### config.mk
export PLATFORM = sky130hd
export DESIGN_NAME = inst_fetch_unit
export DESIGN_NICKNAME = d
export VERILOG_FILES = /design/src/rtl/inst_fetch_unit.sv
export SDC_FILE = /design/constraint.sdc
export NUM_CORES = 1
export LEC_CHECK = 0
export CAP_MARGIN = 20
export CORE_MARGIN = 1.5
export CORE_UTILIZATION = 32
export DETAILED_ROUTE_END_ITERATION = 16
export PLACE_DENSITY = 0.55
export SYNTH_ARGS = -nofsm -noshare
export SYNTH_HDL_FRONTEND = slang
export SYNTH_SLANG_ARGS = --single-unit
### constraint.sdc
create_clock -name clk -period 2.8 [get_ports clk]
set_clock_uncertainty 0.15 [all_clocks]
set_input_delay 0.7 -clock clk [delete_from_list [all_inputs] [get_ports clk]]
set_output_delay 0.7 -clock clk [all_outputs]
set_load 0.02 [all_outputs]
### src/rtl/inst_fetch_unit.sv
`default_nettype none
// ============================================================================
// Module   : inst_fetch_unit
// Purpose  : Fetch PC and 32-bit instruction-word fetch for the NanoQuarter
//            core, feeding the prefetch buffer fill interface.
// Revision : 1.0 - initial release
// ============================================================================
module inst_fetch_unit #(
    parameter int              PC_W     = 16,
    parameter logic [PC_W-1:0] RESET_PC = '0
) (
    input  logic            clk,
    input  logic            rst,
    input  logic            stall,
    input  logic            buf_space,
    input  logic            redirect,
    input  logic [PC_W-1:0] redirect_pc,
    output logic            imem_rd,
    output logic [PC_W-2:0] imem_addr,
    input  logic [31:0]     imem_data,
    input  logic            imem_valid,
    output logic [31:0]     exInst,
    output logic            write,
    output logic            skip_first,
    output logic [PC_W-1:0] fetch_pc
);

    typedef enum logic [1:0] {
        S_REQ   = 2'd0,
        S_WAIT  = 2'd1,
        S_HOLD  = 2'd2,
        S_DRAIN = 2'd3
    } state_t;

    localparam logic [PC_W-2:0] c_word_one = {{(PC_W-2){1'b0}}, 1'b1};

    state_t            r_state;
    logic [PC_W-1:0]   r_pc;
    logic              r_skip_pend;
    logic [31:0]       r_held;
    logic [31:0]       r_ex_inst;
    logic              r_write;
    logic              r_skip_first;
    logic [PC_W-1:0]   r_fetch_pc;

    state_t            w_state_nx;
    logic [PC_W-1:0]   w_pc_nx;
    logic              w_skip_nx;
    logic              w_space;
    logic              w_deliver;
    logic [31:0]       w_deliver_data;
    logic              w_held_load;
    logic [PC_W-2:0]   w_word_inc;

    assign w_space    = !stall && buf_space;
    assign w_word_inc = r_pc[PC_W-1:1] + c_word_one;

    // Gated by rst so no request escapes while the core is held in reset.
    assign imem_rd    = rst && (r_state == S_REQ) && w_space && !redirect;
    assign imem_addr  = r_pc[PC_W-1:1];

    assign exInst     = r_ex_inst;
    assign write      = r_write;
    assign skip_first = r_skip_first;
    assign fetch_pc   = r_fetch_pc;

    always_comb begin
        w_state_nx     = r_state;
        w_pc_nx        = r_pc;
        w_skip_nx      = r_skip_pend;
        w_deliver      = 1'b0;
        w_deliver_data = r_held;
        w_held_load    = 1'b0;

        case (r_state)
            S_REQ: begin
                if (!redirect && w_space) begin
                    w_state_nx = S_WAIT;
                end
            end
            S_WAIT: begin
                // A redirect racing the response drops it; otherwise drain the stale one.
                if (redirect) begin
                    w_state_nx = imem_valid ? S_REQ : S_DRAIN;
                end else if (imem_valid) begin
                    if (w_space) begin
                        w_deliver      = 1'b1;
                        w_deliver_data = imem_data;
                        w_state_nx     = S_REQ;
                    end else begin
                        w_held_load = 1'b1;
                        w_state_nx  = S_HOLD;
                    end
                end
            end
            S_HOLD: begin
                if (redirect) begin
                    w_state_nx = S_REQ;
                end else if (w_space) begin
                    w_deliver  = 1'b1;
                    w_state_nx = S_REQ;
                end
            end
            S_DRAIN: begin
                if (imem_valid) begin
                    w_state_nx = S_REQ;
                end
            end
            default: begin
                w_state_nx = S_REQ;
            end
        endcase

        if (w_deliver) begin
            w_pc_nx   = {w_word_inc, 1'b0};
            w_skip_nx = 1'b0;
        end
        if (redirect) begin
            w_pc_nx   = redirect_pc;
            w_skip_nx = redirect_pc[0];
        end
    end

    always_ff @(posedge clk or negedge rst) begin
        if (!rst) begin
            r_state      <= S_REQ;
            r_pc         <= RESET_PC;
            r_skip_pend  <= 1'b0;
            r_held       <= '0;
            r_ex_inst    <= '0;
            r_write      <= 1'b0;
            r_skip_first <= 1'b0;
            r_fetch_pc   <= RESET_PC;
        end else begin
            r_state     <= w_state_nx;
            r_pc        <= w_pc_nx;
            r_skip_pend <= w_skip_nx;
            r_write     <= w_deliver;
            if (w_held_load) begin
                r_held <= imem_data;
            end
            if (w_deliver) begin
                r_ex_inst    <= w_deliver_data;
                r_skip_first <= r_skip_pend;
                r_fetch_pc   <= {r_pc[PC_W-1:1], 1'b0};
            end
        end
    end

endmodule
`default_nettype wire

Word-level counts from Yosys, hierarchy flattened
Cells that the tools add are included.
{"block": "word_totals", "output_inout_bits": 66, "latch_bits": 0, "mem_count": 0, "elab_cells": 52, "inputBits": 54, "ff_bits": 100, "ramBits": 0, "mem_bits_ro": 0}
{"block": "op_classes", "bitwise_logic": 0, "magnitude_cmp": 0, "n_mul": 0, "n_shift": 0, "div_mod_pow": 0, "reduce_logical": 10, "addsub": 1, "mux": 26, "n_eq_ne": 7}
{"cell": "$mux W32", "count": 4}
{"cell": "$mux W16", "count": 2}
{"cell": "$mux W2", "count": 8}
{"cell": "$add A15 B1 Y15 const B", "count": 1}
{"cell": "$mux W1", "count": 10}
{"cell": "$pmux W2 S4", "count": 1}
{"cell": "$ne A3 B3 Y1 const B", "count": 2}
{"cell": "$logic_and A1 B1 Y1", "count": 5}
{"cell": "$eq A2 B2 Y1 const B", "count": 2}
{"cell": "$reduce_and A4 Y1", "count": 1}
{"cell": "$eq A2 B1 Y1 const B", "count": 1}
{"cell": "$logic_not A1 Y1", "count": 2}
{"cell": "$logic_not A2 Y1", "count": 1}
{"cell": "$ne A2 B1 Y1 const B", "count": 1}
{"cell": "$ne A2 B2 Y1 const B", "count": 1}
{"cell": "$pmux W1 S2", "count": 1}
{"cell": "$reduce_bool A2 Y1", "count": 1}

Longest topological paths before layout
Gate-level depths: netlist of the first run.
{"block": "depth", "ltp_word": 8, "depth_mapped": 9, "ltp_nobuf": 7}

Least setup slack after synthesis of the first run
OpenSTA, ideal clock, no wires.
{"block": "synth_timing", "kind": "input to output", "from": "in redirect", "to": "out imem_rd", "required_time_ps": 1950, "path_buffers": 1, "slack_ps": 631, "cell_stages": 3, "t_arrival_ps": 1319, "path_cell_list": "buf_6 > nor3b_2 > and3_1"}
{"block": "synth_via", "elab_chain_len": 2}
{"element": "from (decl)", "line": "16", "source": "input logic redirect,"}
{"element": "$logic_not A1 Y1", "line": "59", "source": "assign imem_rd = rst && (r_state == S_REQ) && w_space && !redirect;"}
{"element": "$logic_and A1 B1 Y1", "line": "59"}
{"element": "to (decl)", "line": "18", "source": "output logic imem_rd,"}
No other way between the ends.

Worst setup path in the final report of the first run
{"block": "layout_timing", "from": "in buf_space", "to": "out imem_rd"}
{"block": "layout_via", "elab_chain_len": 3}
{"element": "from (decl)", "line": "15", "source": "input logic buf_space,"}
{"element": "$logic_and A1 B1 Y1", "line": "55", "source": "assign w_space = !stall && buf_space;"}
{"element": "$logic_and A1 B1 Y1 (2 in series)", "line": "59"}
No other way between the ends.

==> reports/metrics.csv, run 1 <==
metric,value,unit
layout.area.seq,2480,µm²
synth_compound_area_share,14.7,%
synth.most_common_cell,dfrtp_1,
netSwitchingFraction,34.1,%
clock-sinks,99,
clkPwrFrac,20.7,%
synth_area_per_cell,10.7,µm²
intPower,3670,µW
combinationalPowerShare,37.8,%
cts-root-buf,clkbuf_16,
cap_violations,0,
power_switching,1900,µW
drc,0,
cp_data_required_time,1950,ps
rsz0062_at_grt,no,
synthTopCellsByCount,"dfrtp_1, nand2_1, mux2_2, o22ai_1, o21ai_0",
clk_transition_reported_paths,70,ps
ys_top_cells_by_area,"dfrtp_1, mux2_2, nand2_1, o22ai_1, o21ai_0",
via_count,3528,
power.density,911,nW/µm²
crit_chain,clkdlybuf4s50_1 -> nor3b_2 -> and3_1 -> dlygate4sd2_1,
antenna_found_initial,0,
async_reset_ff_share,100,%
post-cts-setup-buffer-count,0,
io_buffers,118,
max_freq,375,MHz
htree_levels,3,
worst_pin_slew,706,ps
cts_buffers,9,
grt_overflow,0,
max_slew_margin,53.0,%
ys_seq_area_share,56.4,%
synth_cells,410,
synth_ff_type,dfrtp_1,
gp_congestion,0.850,
grt_max_degree,58,
post_synth_and_or_nand_nor_area_fraction,13.6,%
cts_tree,built,
grt_pass1_wl,18.7,mm
max_stage_delay,460,ps
critPathMaxFanout,2,
period_share,95.3,%
final_area,6110,µm²
grt_use_total,16.5,%
fin_cells,711,
p_leak,0.00261,µW
coreArea,13300,µm²
synth-warning-count,0,
crit_type,input pin to primary output,
die_area,14400,µm²
nFillCells,1300,
rrSetupSlack,730,ps
synth-edff-count,0,
first_global_vias,3655,
num_rows,42,
hold_viol,0,
vias_per_cell,4.96,
synth_top_family_by_area,compound AO/OA/AOI/OAI gates,
status,finished clean,
p_total,5570,µW
hold_path_class,input pin to async pin,
fin_nets,591,
clk_path_buf_depth,2,
p_seq_share,41.5,%
critPathArrivalTime,1820,ps
multiInputGateArea,1750,µm²
place_inst,696,
worstSetupEndpointType,primary output,
routedWlPerCell,15.8,µm
synth_top_area_cell,dfrtp_1,
ir_worst_vdd,0.000388,V
fp.dieW,120,µm
syn_area,4390,µm²
syn2layout_area_growth,39.1,%
start_util,32.9,%
syn-num-nets,470,
synth.area.mux_share,9.37,%
post-dp-hpwl,7.72,mm
min_period,2670,ps
synth.distinct_cells,45,
cp_slowest_cell,clkdlybuf4s50_1,
finalMaxSlewViolations,0,
yosysTopAreaCellShare,56.4,%
drive_gt1_share,13.6,%
finalSetupViolations,0,
wl,11.2,mm
synth_xor_area_share,0.199,%
dpl-instance-area,5840,µm²
cp-start-kind,input pin,
die_y,120,µm
ant_nets,0,
io_pins,120,
drtIter0Drc,197,
synthAdderAreaFrac,1.71,%
drtPass1Iterations,4,
synth_seq_cells,99,
diodes,0,
clk_latency,350,ps
[layout make-up]
| class | instances | area share (%) |
|---|---|---|
| repair buffers | 136 | 22.3 |
| clock inverters | 3 | 0.389 |
| clock buffers | 12 | 4.03 |
| well taps | 176 | 3.60 |
| inverters | 9 | 0.553 |
| flip-flops and latches | 99 | 40.5 |
| multi-input cells | 276 | 28.6 |
[power by group through the flow]
stage / clock (µW) / sequential, µW / combinational (µW)
after floorplan: 0 / 2630 / 824
after global placement: 0 / 2320 / 2080
after detailed placement: 0 / 2330 / 2130
after CTS: 1190 / 2320 / 2140
after global routing: 1240 / 2390 / 2310
final: 1150 / 2310 / 2100
[layout by cell type, fill, tap and decap left out, types with 9 or more instances in the layout]
cell,n
o21ai_0,32
clkdlybuf4s50_1,116
inv_1,9
buf_4,15
o21ai_1,14
o22ai_1,33
mux2_2,33
dfrtp_1,99
clkbuf_16,9
nand2_1,87
[critical path, delay by kind of cell]
kind	cells	cell delay, ps
and+or+nand+nor	2	330
buffers and inverters	2	780
[worst paths after layout]
check                       startpoint           end  cells past startpoint
min                                rst  fetch_pc[14]                      2
max in group asynchronous          rst      r_pc[13]                      3
min in group clk           r_skip_pend    skip_first                      2
max                          buf_space       imem_rd                      4
min reg2reg                r_skip_pend    skip_first                      2
max reg2reg                 r_state[1]       r_pc[8]                      7
[routing by layer]
metal | global-route usage (%) | part of all wire, %
met1 | 23.0 | 48
met2 | 24.8 | 44
met3 | 4.20 | 6.7
met4 | 6.03 | 1.2
met5 | 0 | 0
[stage by stage]
stage | util, % | setup slack, ps | hold WS, ps | setup TNS, ps
finish | 45.8 | 131 | 300 | 0
global route | 45.8 | 49.7 | 345 | 0
CTS | 45.8 | 118 | 324 | 0
detailed placement | 43.8 | -156 | 308 | -174
global placement | 43.8 | -158 | 308 | -158
floorplan | - | 631 | 254 | 0
[flip-flops by register name, indices dropped and copies added, names as in the netlist]
signal and count:
r_held 32, r_skip_pend 1, exInst 32, r_pc 15, skip_first 1, r_state 2
fetch_pc 15, write 1
[repair_timing]
action                     4_1_cts  5_1_grt
setup endpoints to repair        1        0
hold buffers                     0        0
resized for setup                1        0
[cell families (layout without fill, tap and decap cells)]
kind of cell               count (synthesis)  after routing
and+or+nand+nor                          126            126
adders and majority gates                  6              6
buffers and inverters                     35            160
AOI/OAI and AO/OA                        105            105
muxes                                     37             37
xor gates and xnor gates                   1              1
DFF                                       99             99
other                                      1              1
Power figures use the tool's default switching activity.
==> run 2, diff against run 1 <==
SLEW_MARGIN = 10   (was unset)
==> results of run 2 <==
Same layout as run 1: the final DEF is identical, and so are final timing and power.
